===== config.mk =====
export PLATFORM = sky130hd
export DESIGN_NAME = ofdm_subcarrier_mapper
export DESIGN_NICKNAME = d
export VERILOG_FILES = /design/src/rtl/ofdm_subcarrier_mapper_pkg.sv /design/src/rtl/ofdm_subcarrier_mapper_lfsr.sv /design/src/rtl/ofdm_subcarrier_mapper.sv
export SDC_FILE = /design/constraint.sdc
export NUM_CORES = 1
export LEC_CHECK = 0
export BUFFER_PORTS_ARGS = -buffer_cell sky130_fd_sc_hd__buf_2
export CORE_MARGIN = 5
export CORE_UTILIZATION = 55
export DETAILED_ROUTE_END_ITERATION = 7
export PLACE_DENSITY = 0.94
export SKIP_CTS_REPAIR_TIMING = 1
export SYNTH_ARGS = -nofsm -noshare
export SYNTH_HDL_FRONTEND = slang
export SYNTH_SLANG_ARGS = --single-unit
export TNS_END_PERCENT = 100

===== constraint.sdc =====
create_clock -name clk -period 4 [get_ports clk]
set_clock_uncertainty 0.15 [all_clocks]
set_input_delay 1.2 -clock clk [delete_from_list [all_inputs] [get_ports clk]]
set_output_delay 1.2 -clock clk [all_outputs]
set_load 0.01 [all_outputs]

===== src/rtl/ofdm_subcarrier_mapper_pkg.sv =====
// Shared types, default 64-point masks and helpers for the OFDM subcarrier mapper.
package ofdm_pkg;

  // Widest mask supported (NFFT upper limit).
  localparam int MASK_MAX = 1024;

  // Default 64-point slot layout.
  localparam logic [63:0] DEF_NULL_MASK      = 64'h0000_003F_F800_0001;
  localparam logic [63:0] DEF_PILOT_MASK     = 64'h0200_0800_0020_0080;
  localparam logic [63:0] DEF_PILOT_NEG_MASK = 64'h0000_0000_0020_0000;
  localparam logic [15:0] DEF_PILOT_AMP      = 16'h7FFF;

  // Pilot polarity scrambler x^7 + x^4 + 1.
  localparam int          LFSR_W        = 7;
  localparam int          LFSR_TAP_A    = 6;
  localparam int          LFSR_TAP_B    = 3;
  localparam logic [6:0]  DEF_LFSR_SEED = 7'h7F;

  typedef enum logic [1:0] {
    ST_IDLE = 2'd0,
    ST_RUN  = 2'd1,
    ST_PAD  = 2'd2
  } state_e;

  // Number of set bits in a mask.
  function automatic int popcount_mask(input logic [MASK_MAX-1:0] m);
    int c;
    c = 0;
    for (int i = 0; i < MASK_MAX; i++) begin
      if (m[i]) begin
        c = c + 1;
      end
    end
    return c;
  endfunction

  // Highest slot index below nfft that carries data (occ = null|pilot).
  function automatic int last_data_slot(input logic [MASK_MAX-1:0] occ, input int nfft);
    int r;
    r = 0;
    for (int i = 0; i < MASK_MAX; i++) begin
      if ((i < nfft) && !occ[i]) begin
        r = i;
      end
    end
    return r;
  endfunction

  // Polarity bit of the current LFSR state.
  function automatic logic lfsr_pol(input logic [LFSR_W-1:0] s);
    return s[LFSR_TAP_A] ^ s[LFSR_TAP_B];
  endfunction

endpackage


===== src/rtl/ofdm_subcarrier_mapper_lfsr.sv =====
// Per-symbol pilot polarity generator: 7-bit LFSR, reload at frame start,
// one step per symbol, polarity taken from the current state.
module pilot_pol_lfsr
  import ofdm_pkg::*;
#(
  parameter logic [LFSR_W-1:0] SEED = DEF_LFSR_SEED
) (
  input  logic clk,
  input  logic rst_n,
  input  logic i_load,
  input  logic i_step,
  output logic o_pol
);

  logic [LFSR_W-1:0] r_lfsr;
  logic              w_pol;

  assign w_pol = lfsr_pol(r_lfsr);
  assign o_pol = w_pol;

  // LFSR state: reload wins over step; shift left feeding the polarity bit back in.
  always_ff @(posedge clk or negedge rst_n) begin
    if (!rst_n) begin
      r_lfsr <= SEED;
    end else if (i_load) begin
      r_lfsr <= SEED;
    end else if (i_step) begin
      r_lfsr <= {r_lfsr[LFSR_W-2:0], w_pol};
    end else begin
      r_lfsr <= r_lfsr;
    end
  end

endmodule


===== src/rtl/ofdm_subcarrier_mapper.sv =====
// OFDM subcarrier mapper: places incoming data subcarriers into an NFFT-slot
// symbol, inserting nulls and scrambled-polarity pilots, and pads truncated
// final symbols so downstream always receives whole symbols.
module ofdm_subcarrier_mapper
  import ofdm_pkg::*;
#(
  parameter int                   DATA_W         = 16,
  parameter int                   NFFT           = 64,
  parameter logic [MASK_MAX-1:0]  NULL_MASK      = MASK_MAX'(DEF_NULL_MASK),
  parameter logic [MASK_MAX-1:0]  PILOT_MASK     = MASK_MAX'(DEF_PILOT_MASK),
  parameter logic [MASK_MAX-1:0]  PILOT_NEG_MASK = MASK_MAX'(DEF_PILOT_NEG_MASK),
  parameter logic [DATA_W-1:0]    PILOT_AMP      = DATA_W'(DEF_PILOT_AMP),
  parameter logic [LFSR_W-1:0]    LFSR_SEED      = DEF_LFSR_SEED
) (
  input  logic                clk,
  input  logic                rst_n,
  input  logic                s_axis_tvalid,
  output logic                s_axis_tready,
  input  logic [2*DATA_W-1:0] s_axis_tdata,
  input  logic                s_axis_tuser,
  input  logic                s_axis_tlast,
  output logic                m_axis_tvalid,
  input  logic                m_axis_tready,
  output logic [2*DATA_W-1:0] m_axis_tdata,
  output logic                m_axis_tuser,
  output logic                m_axis_tlast,
  output logic                err_align,
  output logic                err_short,
  output logic                frame_busy
);

  localparam int                KW          = $clog2(NFFT);
  localparam logic [MASK_MAX-1:0] OCC_MASK  = NULL_MASK | PILOT_MASK;
  localparam int                N_DATA      = NFFT - popcount_mask(OCC_MASK);
  localparam int                LAST_DATA_K = last_data_slot(OCC_MASK, NFFT);
  localparam logic [NFFT-1:0]   L_NULL      = NULL_MASK[NFFT-1:0];
  localparam logic [NFFT-1:0]   L_PILOT     = PILOT_MASK[NFFT-1:0];
  localparam logic [NFFT-1:0]   L_NEG       = PILOT_NEG_MASK[NFFT-1:0];
  localparam logic [KW-1:0]     K_END       = KW'(NFFT - 1);
  localparam logic [KW-1:0]     K_LAST_DATA = KW'(LAST_DATA_K);
  localparam logic [DATA_W-1:0] AMP_NEG     = ~PILOT_AMP + DATA_W'(1);
  localparam logic              SEED_POL    = lfsr_pol(LFSR_SEED);

  // Reject configurations that cannot produce a valid symbol layout.
  if ((NFFT < 8) || (NFFT > 1024) || ((NFFT & (NFFT - 1)) != 0)) begin : g_err_nfft
    $error("NFFT must be a power of two in 8..1024");
  end
  if ((NULL_MASK & PILOT_MASK) != '0) begin : g_err_overlap
    $error("NULL_MASK and PILOT_MASK overlap");
  end
  if (N_DATA <= 0) begin : g_err_ndata
    $error("masks leave no data subcarriers");
  end
  if (((NULL_MASK | PILOT_MASK | PILOT_NEG_MASK) >> NFFT) != '0) begin : g_err_width
    $error("mask bits set beyond NFFT");
  end

  state_e              r_state;
  state_e              w_state_nxt;
  logic [KW-1:0]       r_k;
  logic                r_last_seen;
  logic                r_m_tvalid;
  logic [2*DATA_W-1:0] r_m_tdata;
  logic                r_m_tuser;
  logic                r_m_tlast;
  logic                r_err_align;
  logic                r_err_short;

  logic                w_is_null;
  logic                w_is_pilot;
  logic                w_is_data;
  logic                w_slot_end;
  logic                w_last_data;
  logic                w_out_free;
  logic                w_active;
  logic                w_pad;
  logic                w_stall;
  logic                w_load;
  logic                w_s_ready;
  logic                w_accept;
  logic                w_frame_done;
  logic                w_short;
  logic                w_misalign;
  logic                w_lfsr_pol;
  logic                w_pol;
  logic                w_pilot_neg;
  logic                w_lfsr_load;
  logic                w_lfsr_step;
  logic [2*DATA_W-1:0] w_slot_data;

  pilot_pol_lfsr #(
    .SEED (LFSR_SEED)
  ) u_pol_lfsr (
    .clk    (clk),
    .rst_n  (rst_n),
    .i_load (w_lfsr_load),
    .i_step (w_lfsr_step),
    .o_pol  (w_lfsr_pol)
  );

  // State register.
  always_ff @(posedge clk or negedge rst_n) begin
    if (!rst_n) begin
      r_state <= ST_IDLE;
    end else begin
      r_state <= w_state_nxt;
    end
  end

  // Next-state: frame end at the symbol-end load, truncation diverts to padding.
  always_comb begin
    w_state_nxt = r_state;
    case (r_state)
      ST_IDLE: begin
        if (!s_axis_tvalid) begin
          w_state_nxt = ST_IDLE;
        end else if (w_short) begin
          w_state_nxt = ST_PAD;
        end else begin
          w_state_nxt = ST_RUN;
        end
      end
      ST_RUN: begin
        if (w_load && w_slot_end && w_frame_done) begin
          w_state_nxt = ST_IDLE;
        end else if (w_short) begin
          w_state_nxt = ST_PAD;
        end else begin
          w_state_nxt = ST_RUN;
        end
      end
      ST_PAD: begin
        if (w_load && w_slot_end) begin
          w_state_nxt = ST_IDLE;
        end else begin
          w_state_nxt = ST_PAD;
        end
      end
      default: begin
        w_state_nxt = ST_IDLE;
      end
    endcase
  end

  // Slot decode, handshake, error detection and slot content selection.
  always_comb begin
    w_is_null    = L_NULL[r_k];
    w_is_pilot   = L_PILOT[r_k];
    w_is_data    = ~(w_is_null | w_is_pilot);
    w_slot_end   = (r_k == K_END);
    w_last_data  = (r_k == K_LAST_DATA);
    w_out_free   = ~r_m_tvalid | m_axis_tready;
    w_pad        = (r_state == ST_PAD);
    case (r_state)
      ST_IDLE: w_active = s_axis_tvalid;
      ST_RUN:  w_active = 1'b1;
      ST_PAD:  w_active = 1'b1;
      default: w_active = 1'b0;
    endcase
    w_stall      = w_is_data & ~w_pad & ~s_axis_tvalid;
    w_load       = w_active & w_out_free & ~w_stall;
    w_s_ready    = w_active & w_out_free & w_is_data & ~w_pad;
    w_accept     = s_axis_tvalid & w_s_ready;
    w_frame_done = w_pad | r_last_seen | (w_accept & s_axis_tlast);
    w_short      = w_accept & s_axis_tlast & ~w_last_data;
    w_misalign   = w_accept & (s_axis_tuser ^ w_last_data);
    // The LFSR is reloaded on the same edge a frame starts, so use the seed polarity then.
    w_pol        = (r_state == ST_IDLE) ? SEED_POL : w_lfsr_pol;
    w_pilot_neg  = L_NEG[r_k] ^ w_pol;
    w_lfsr_load  = (r_state == ST_IDLE) & s_axis_tvalid;
    w_lfsr_step  = w_load & w_slot_end;
    if (w_is_null) begin
      w_slot_data = '0;
    end else if (w_is_pilot) begin
      w_slot_data = {{DATA_W{1'b0}}, (w_pilot_neg ? AMP_NEG : PILOT_AMP)};
    end else if (w_pad) begin
      w_slot_data = '0;
    end else begin
      w_slot_data = s_axis_tdata;
    end
  end

  // Output register, slot counter and frame-end tracking.
  always_ff @(posedge clk or negedge rst_n) begin
    if (!rst_n) begin
      r_k         <= '0;
      r_last_seen <= 1'b0;
      r_m_tvalid  <= 1'b0;
      r_m_tdata   <= '0;
      r_m_tuser   <= 1'b0;
      r_m_tlast   <= 1'b0;
    end else begin
      if (w_load) begin
        r_k        <= r_k + KW'(1);
        r_m_tvalid <= 1'b1;
        r_m_tdata  <= w_slot_data;
        r_m_tuser  <= w_slot_end;
        r_m_tlast  <= w_slot_end & w_frame_done;
      end else if (m_axis_tready) begin
        r_m_tvalid <= 1'b0;
      end else begin
        r_m_tvalid <= r_m_tvalid;
      end
      if (w_load && w_slot_end && w_frame_done) begin
        r_last_seen <= 1'b0;
      end else if (w_accept && s_axis_tlast) begin
        r_last_seen <= 1'b1;
      end else begin
        r_last_seen <= r_last_seen;
      end
    end
  end

  // One-cycle error pulses.
  always_ff @(posedge clk or negedge rst_n) begin
    if (!rst_n) begin
      r_err_align <= 1'b0;
      r_err_short <= 1'b0;
    end else begin
      r_err_align <= w_misalign;
      r_err_short <= w_short;
    end
  end

  assign s_axis_tready = w_s_ready;
  assign m_axis_tvalid = r_m_tvalid;
  assign m_axis_tdata  = r_m_tdata;
  assign m_axis_tuser  = r_m_tuser;
  assign m_axis_tlast  = r_m_tlast;
  assign err_align     = r_err_align;
  assign err_short     = r_err_short;
  assign frame_busy    = (r_state != ST_IDLE);

endmodule


# Yosys cells after proc, flatten, opt, wreduce, memory -nomap -nowiden
# Memory sizes are Yosys's and may differ from the RTL's.
# Cells that the tools add are included.
# word_totals
regBits	53
romBits	192
out_inout_bits	39
elab_cells	73
memories	3
# op_classes
n_addsub	1
n_lt_le_gt_ge	1
n_eq_ne	3
mux	20
bitwise	26
n_reduce_logical	9
# mem_list
name	words	word_bits	rd	rd_ports_with_merged_regs	write_ports	line_no	rtl
(no name shown)	64	1	1	0	0	ofdm_subcarrier_mapper.sv:169	w_pilot_neg = L_NEG[r_k] ^ w_pol;
(no name shown)	64	1	1	0	0	ofdm_subcarrier_mapper.sv:148	w_is_pilot = L_PILOT[r_k];
(no name shown)	64	1	1	0	0	ofdm_subcarrier_mapper.sv:147	w_is_null = L_NULL[r_k];
# op_table
op	count
32-bit 2-to-1 mux	3
16-bit 2-to-1 mux	1
7-bit 2-to-1 mux	2
1-bit bitwise AND	13
1-bit 2-to-1 mux	8
2-bit 2-to-1 mux	4
2-bit nonzero test	4
6-bit by 7-bit less-than comparator with 1-bit output (second input constant)	1
6-bit by 1-bit adder with 6-bit output (second input constant)	1
6-bit equality test (second input constant)	1
1-bit inverter	6
2-bit case mux with 3 select lines	1
1-bit OR	4
1-bit logical AND	3
1-bit bitwise XOR	3
2-bit by 1-bit equality test with 1-bit output (second input constant)	1
2-bit equality test (second input constant)	1
2-bit logical NOT	1
1-bit case mux with 2 select lines	1
2-bit OR reduction	1

# Depth between registers and ports, before layout
# depth
ltp_word	12
ltp_mapped	11
mapped_depth_nobuf	8

# Cells and area by module
# A second synthesis with hierarchy kept.
# unflattened
hier_cells	236
area_unflattened_um2	2598.7
# by_module_without_submodules
mod	n_inst	cells_each	area_per_inst_um2
ofdm_subcarrier_mapper	1	211	2289.7
pilot_pol_lfsr	1	25	309.0

# Worst setup path after synthesis
# No wires, ideal clock.
# synth_path
kind	reg2out
from	reg r_k[0]
to	out s_axis_tready
arrival_ns	1.838
slack_ns	0.812
path_stages_with_launch	9
n_path_buf	2
cell_sequence	dfrtp_1 inv_1 ha_1 or4b_1 a21o_1 and4_4 buf_6 buf_2 and2_1
# synth_via
elab_chain_len	6
word_cells_on_any_way	8
# synth_rtl
element	line_no	rtl
start: declaration	ofdm_subcarrier_mapper.sv:60	logic [KW-1:0] r_k;
start signal: assignment	ofdm_subcarrier_mapper.sv:194	r_k <= r_k + KW'(1);
memory read 64 x 1 bit, on equally long branches	--	
1-bit 2-to-1 mux, on equally long branches	ofdm_subcarrier_mapper.sv:147, ofdm_subcarrier_mapper.sv:148	
1-bit OR (*)	ofdm_subcarrier_mapper.sv:149	w_is_data = ~(w_is_null | w_is_pilot);
1-bit inverter (*)	ofdm_subcarrier_mapper.sv:149	
1-bit bitwise AND (*) (2 in series)	ofdm_subcarrier_mapper.sv:162	w_s_ready = w_active & w_out_free & w_is_data & ~w_pad;
end: declaration	ofdm_subcarrier_mapper.sv:18	output logic s_axis_tready,
# Mark *: on every way between the ends. The rest lies on a longest branch, timed or not. The select of a mux whose other input is x is not followed.

# Final worst setup path
# layout_path
from	reg r_k[1]
to	out s_axis_tready
# The elaborated chain is that of the path after synthesis.

==> results.toml <==
[floorplan]
dieArea_mm2 = 0.006080
ios = 77
rows = 24
die_h_um = 77.98
initial_utilization_pct = 57.57
die_x_um = 77.98
coreArea_mm2 = 0.004414

[sta]
period_share_pct = 89.39
worstMarginPinSlew_ns = 0.7992
fmax_ghz = 0.2797
hold_violations = 0
worst_hold_slack_ns = 0.3500
fin_setup_tns_ns = 0
period_needed_ns = 3.576
relSlewSlack_pct = 46.72
rsz0062_at_grt = "no"
slew_violations = 0
setup_viol = 0
layout_setup_ws_ns = 0.4244

[place]
dp_cells = 350
pre_cts_slack_ns = 0.6839
io_buffers = 76
dpl.hpwl_mm = 4.087
place_congestion = 0.8131

[pwr]
peakVddDrop_v = 0.0004545
p_leak_nw = 1.506
power_mw = 2.301
pwr_density_cell_mw_per_mm2 = 764.7

[synthesis]
postSynthAreaPerCell_um2 = 10.77
async_flop_share_pct = 100.0
ys_seq_area_share_pct = 52.54
synth-seq-cells = 53
yosys_warnings = 0
synth-edff-count = 0
netlist_top_cells_count = "dfrtp_1 (46), inv_1 (22), a21oi_1 (19)"
yosys.area.top_type_share_pct = 45.30
yosysMostFrequentCell = "dfrtp_1"
synth_ff_type = "dfrtp_1"
synthesis.area_mm2 = 0.002541
synth.largest_area_cell = "dfrtp_1"
ys_top_cells_by_area = "dfrtp_1 (45%), dfstp_2 (7.2%), a22o_1 (5.9%)"
synth_cells = 236
syn-num-nets = 283
synth_cell_types = 44

[global_routing]
use_met1_pct = 27.46
grt_pass1_vias = 2116
met3_usage_pct = 4.514
overflow = 0
grt_max_degree = 54
grt_usage_pct = 19.74
antenna_found_initial = 0
grt_first_pass_wirelength_mm = 9.867
grt_util_met2_pct = 29.47
busiest_layer = "met2"

[layout]
layout-drive-gt1-share_pct = 33.66
fillers = 322
final_cells = 358
antenna_cells = 0
fin_nets = 352
area_delta_synth_final_pct = 18.41

[route]
drt-vias-per-instance = 5.690
drt_iter0_markers = 166
wl_per_cell_um = 16.16
drc = 0
finalWirelength_mm = 5.786
vias = 2037
ant_nets = 0
drt-pass1-iter-count = 4

[clocking]
clk_latency_ns = 0.31
cts-buffers-inserted = 5
cts_sinks = 53
clockBufferDepth = 2
clkTransAtPathRegs_ns = 0.10
cts-root-buf = "clkbuf_8"
tritoncts = "yes"
cts-htree-levels = 2

[critical_path]
slowest_delay_ns = 0.45
cp.arrival_ns = 2.23
path_depth = 7
crit_slowest_cell = "dfrtp_1"
reg2reg_from = "r_k[0]"
r2r_cells = 10
crit_required_ns = 2.65
crit_buf_inv = 2
crit_path_end_kind = "primary output"
critical-path-top-delay-family = "simple AND/OR/NAND/NOR gates"
cp_cell_sequence = "inv_1, ha_1, mux2_2, o21ai_1, and4_4, and2_1, buf_2"
startpoint_type = "register"
cp_max_fo = 19
startpoint = "r_k[1]"
worstSetupPathType = "register to primary output"

[run]
cap_violations = 0

[worst_hold_path]
min_path_type = "register to register"
whs_path_depth = 2
holdCritStartpoint = "u_pol_lfsr.r_lfsr[1]"

[run_status]
status = "finished clean"
worst register-to-register path, stage by stage, from the launching register on:
cell	delay (ns)
dfrtp_1	0.49
ha_1	0.25
inv_1	0.07
ha_1	0.18
nand3b_1	0.15
a21o_1	0.23
nand4_1	0.08
buf_4	0.18
nand2_1	0.30
buf_4	0.35
a22o_1	0.23
per-stage QoR:
stage / cell area [um2] / util, %
after detailed placement: 2915 / 66.04
after CTS: 3009 / 68.17
after global routing: 3009 / 68.17
final: 3009 / 68.17
after global placement: 2915 / 66.04
after floorplan: 2541 / -
power breakdown:
part | leakage, nW | total, mW | internal (mW) | switching, mW
sequential | 0.636 | 0.879 | 0.740 | 0.139
combinational | 0.825 | 1.12 | 0.468 | 0.647
clock | 0.0447 | 0.307 | 0.127 | 0.180
total | 1.51 | 2.30 | 1.33 | 0.966
state kept, by name (all words and copies together), names as in the netlist:
register and count:
r_last_seen 1, m_axis_tvalid 1, err_short 1, m_axis_tdata 32, err_align 1, m_axis_tlast 1, m_axis_tuser 1, r_k 6
r_state 2, u_pol_lfsr.r_lfsr 7
path summary, 6_finish.rpt:
| path | end | slack [ns] |
|---|---|---|
| worst min-delay path | u_pol_lfsr.r_lfsr[2] | 0.35 |
| worst min register to register | u_pol_lfsr.r_lfsr[2] | 0.35 |
| worst max register to register | m_axis_tdata[20] | 1.24 |
| min in group asynchronous | m_axis_tdata[19] | 0.83 |
| worst max-delay path | s_axis_tready | 0.42 |
| max in group asynchronous | r_k[1] | 2.42 |
final cells by class:
| cell class | instances | area [um2] | share of cell area, % |
|---|---|---|---|
| clock buffers | 5 | 68.82 | 2.287 |
| repair buffers | 81 | 417.9 | 13.89 |
| inverters | 22 | 82.58 | 2.744 |
| clock inverters | 3 | 25.02 | 0.8316 |
| flip-flops and latches | 53 | 1335 | 44.37 |
| well taps | 52 | 65.06 | 2.162 |
| multi-input cells | 142 | 1015 | 33.72 |
placed cells by master, fill, tap and decap left out, drive strengths merged, types with 2 or more instances in the layout:
| cell | instances |
|---|---|
| buf | 81 |
| dfrtp | 46 |
| inv | 23 |
| a21oi | 19 |
| a22o | 17 |
| nand3 | 16 |
| a2111oi | 14 |
| nand2 | 9 |
| ha | 9 |
| o21ai | 9 |
| dfstp | 7 |
| clkbuf | 5 |
| and3 | 5 |
| mux2 | 4 |
| nor3 | 4 |
| a211oi | 3 |
| xnor2 | 3 |
| xor2 | 3 |
| a21o | 2 |
| nor3b | 2 |
| nand2b | 2 |
| and2 | 2 |
| nor2 | 2 |
| and4 | 2 |
logic make-up (layout without fill, tap and decap cells):
logic type | Yosys count | count (layout) | synth area share [%]
buffers and inverters | 41 | 111 | 7.533
adder cells (fa/ha/maj) | 9 | 9 | 4.431
flip-flops | 53 | 53 | 52.54
AO/OA/AOI/OAI | 70 | 70 | 19.69
multiplexers | 4 | 4 | 1.772
AND/OR/NAND/NOR | 53 | 53 | 11.97
XOR/XNOR | 6 | 6 | 2.068
metal layers:
metal  vias up  share of wire (%)
li1        986                  -
met1       942                 43
met2        93                 46
met3        16                8.8
met4         0                2.2
met5         -                  0
Power figures use the tool's default switching activity.
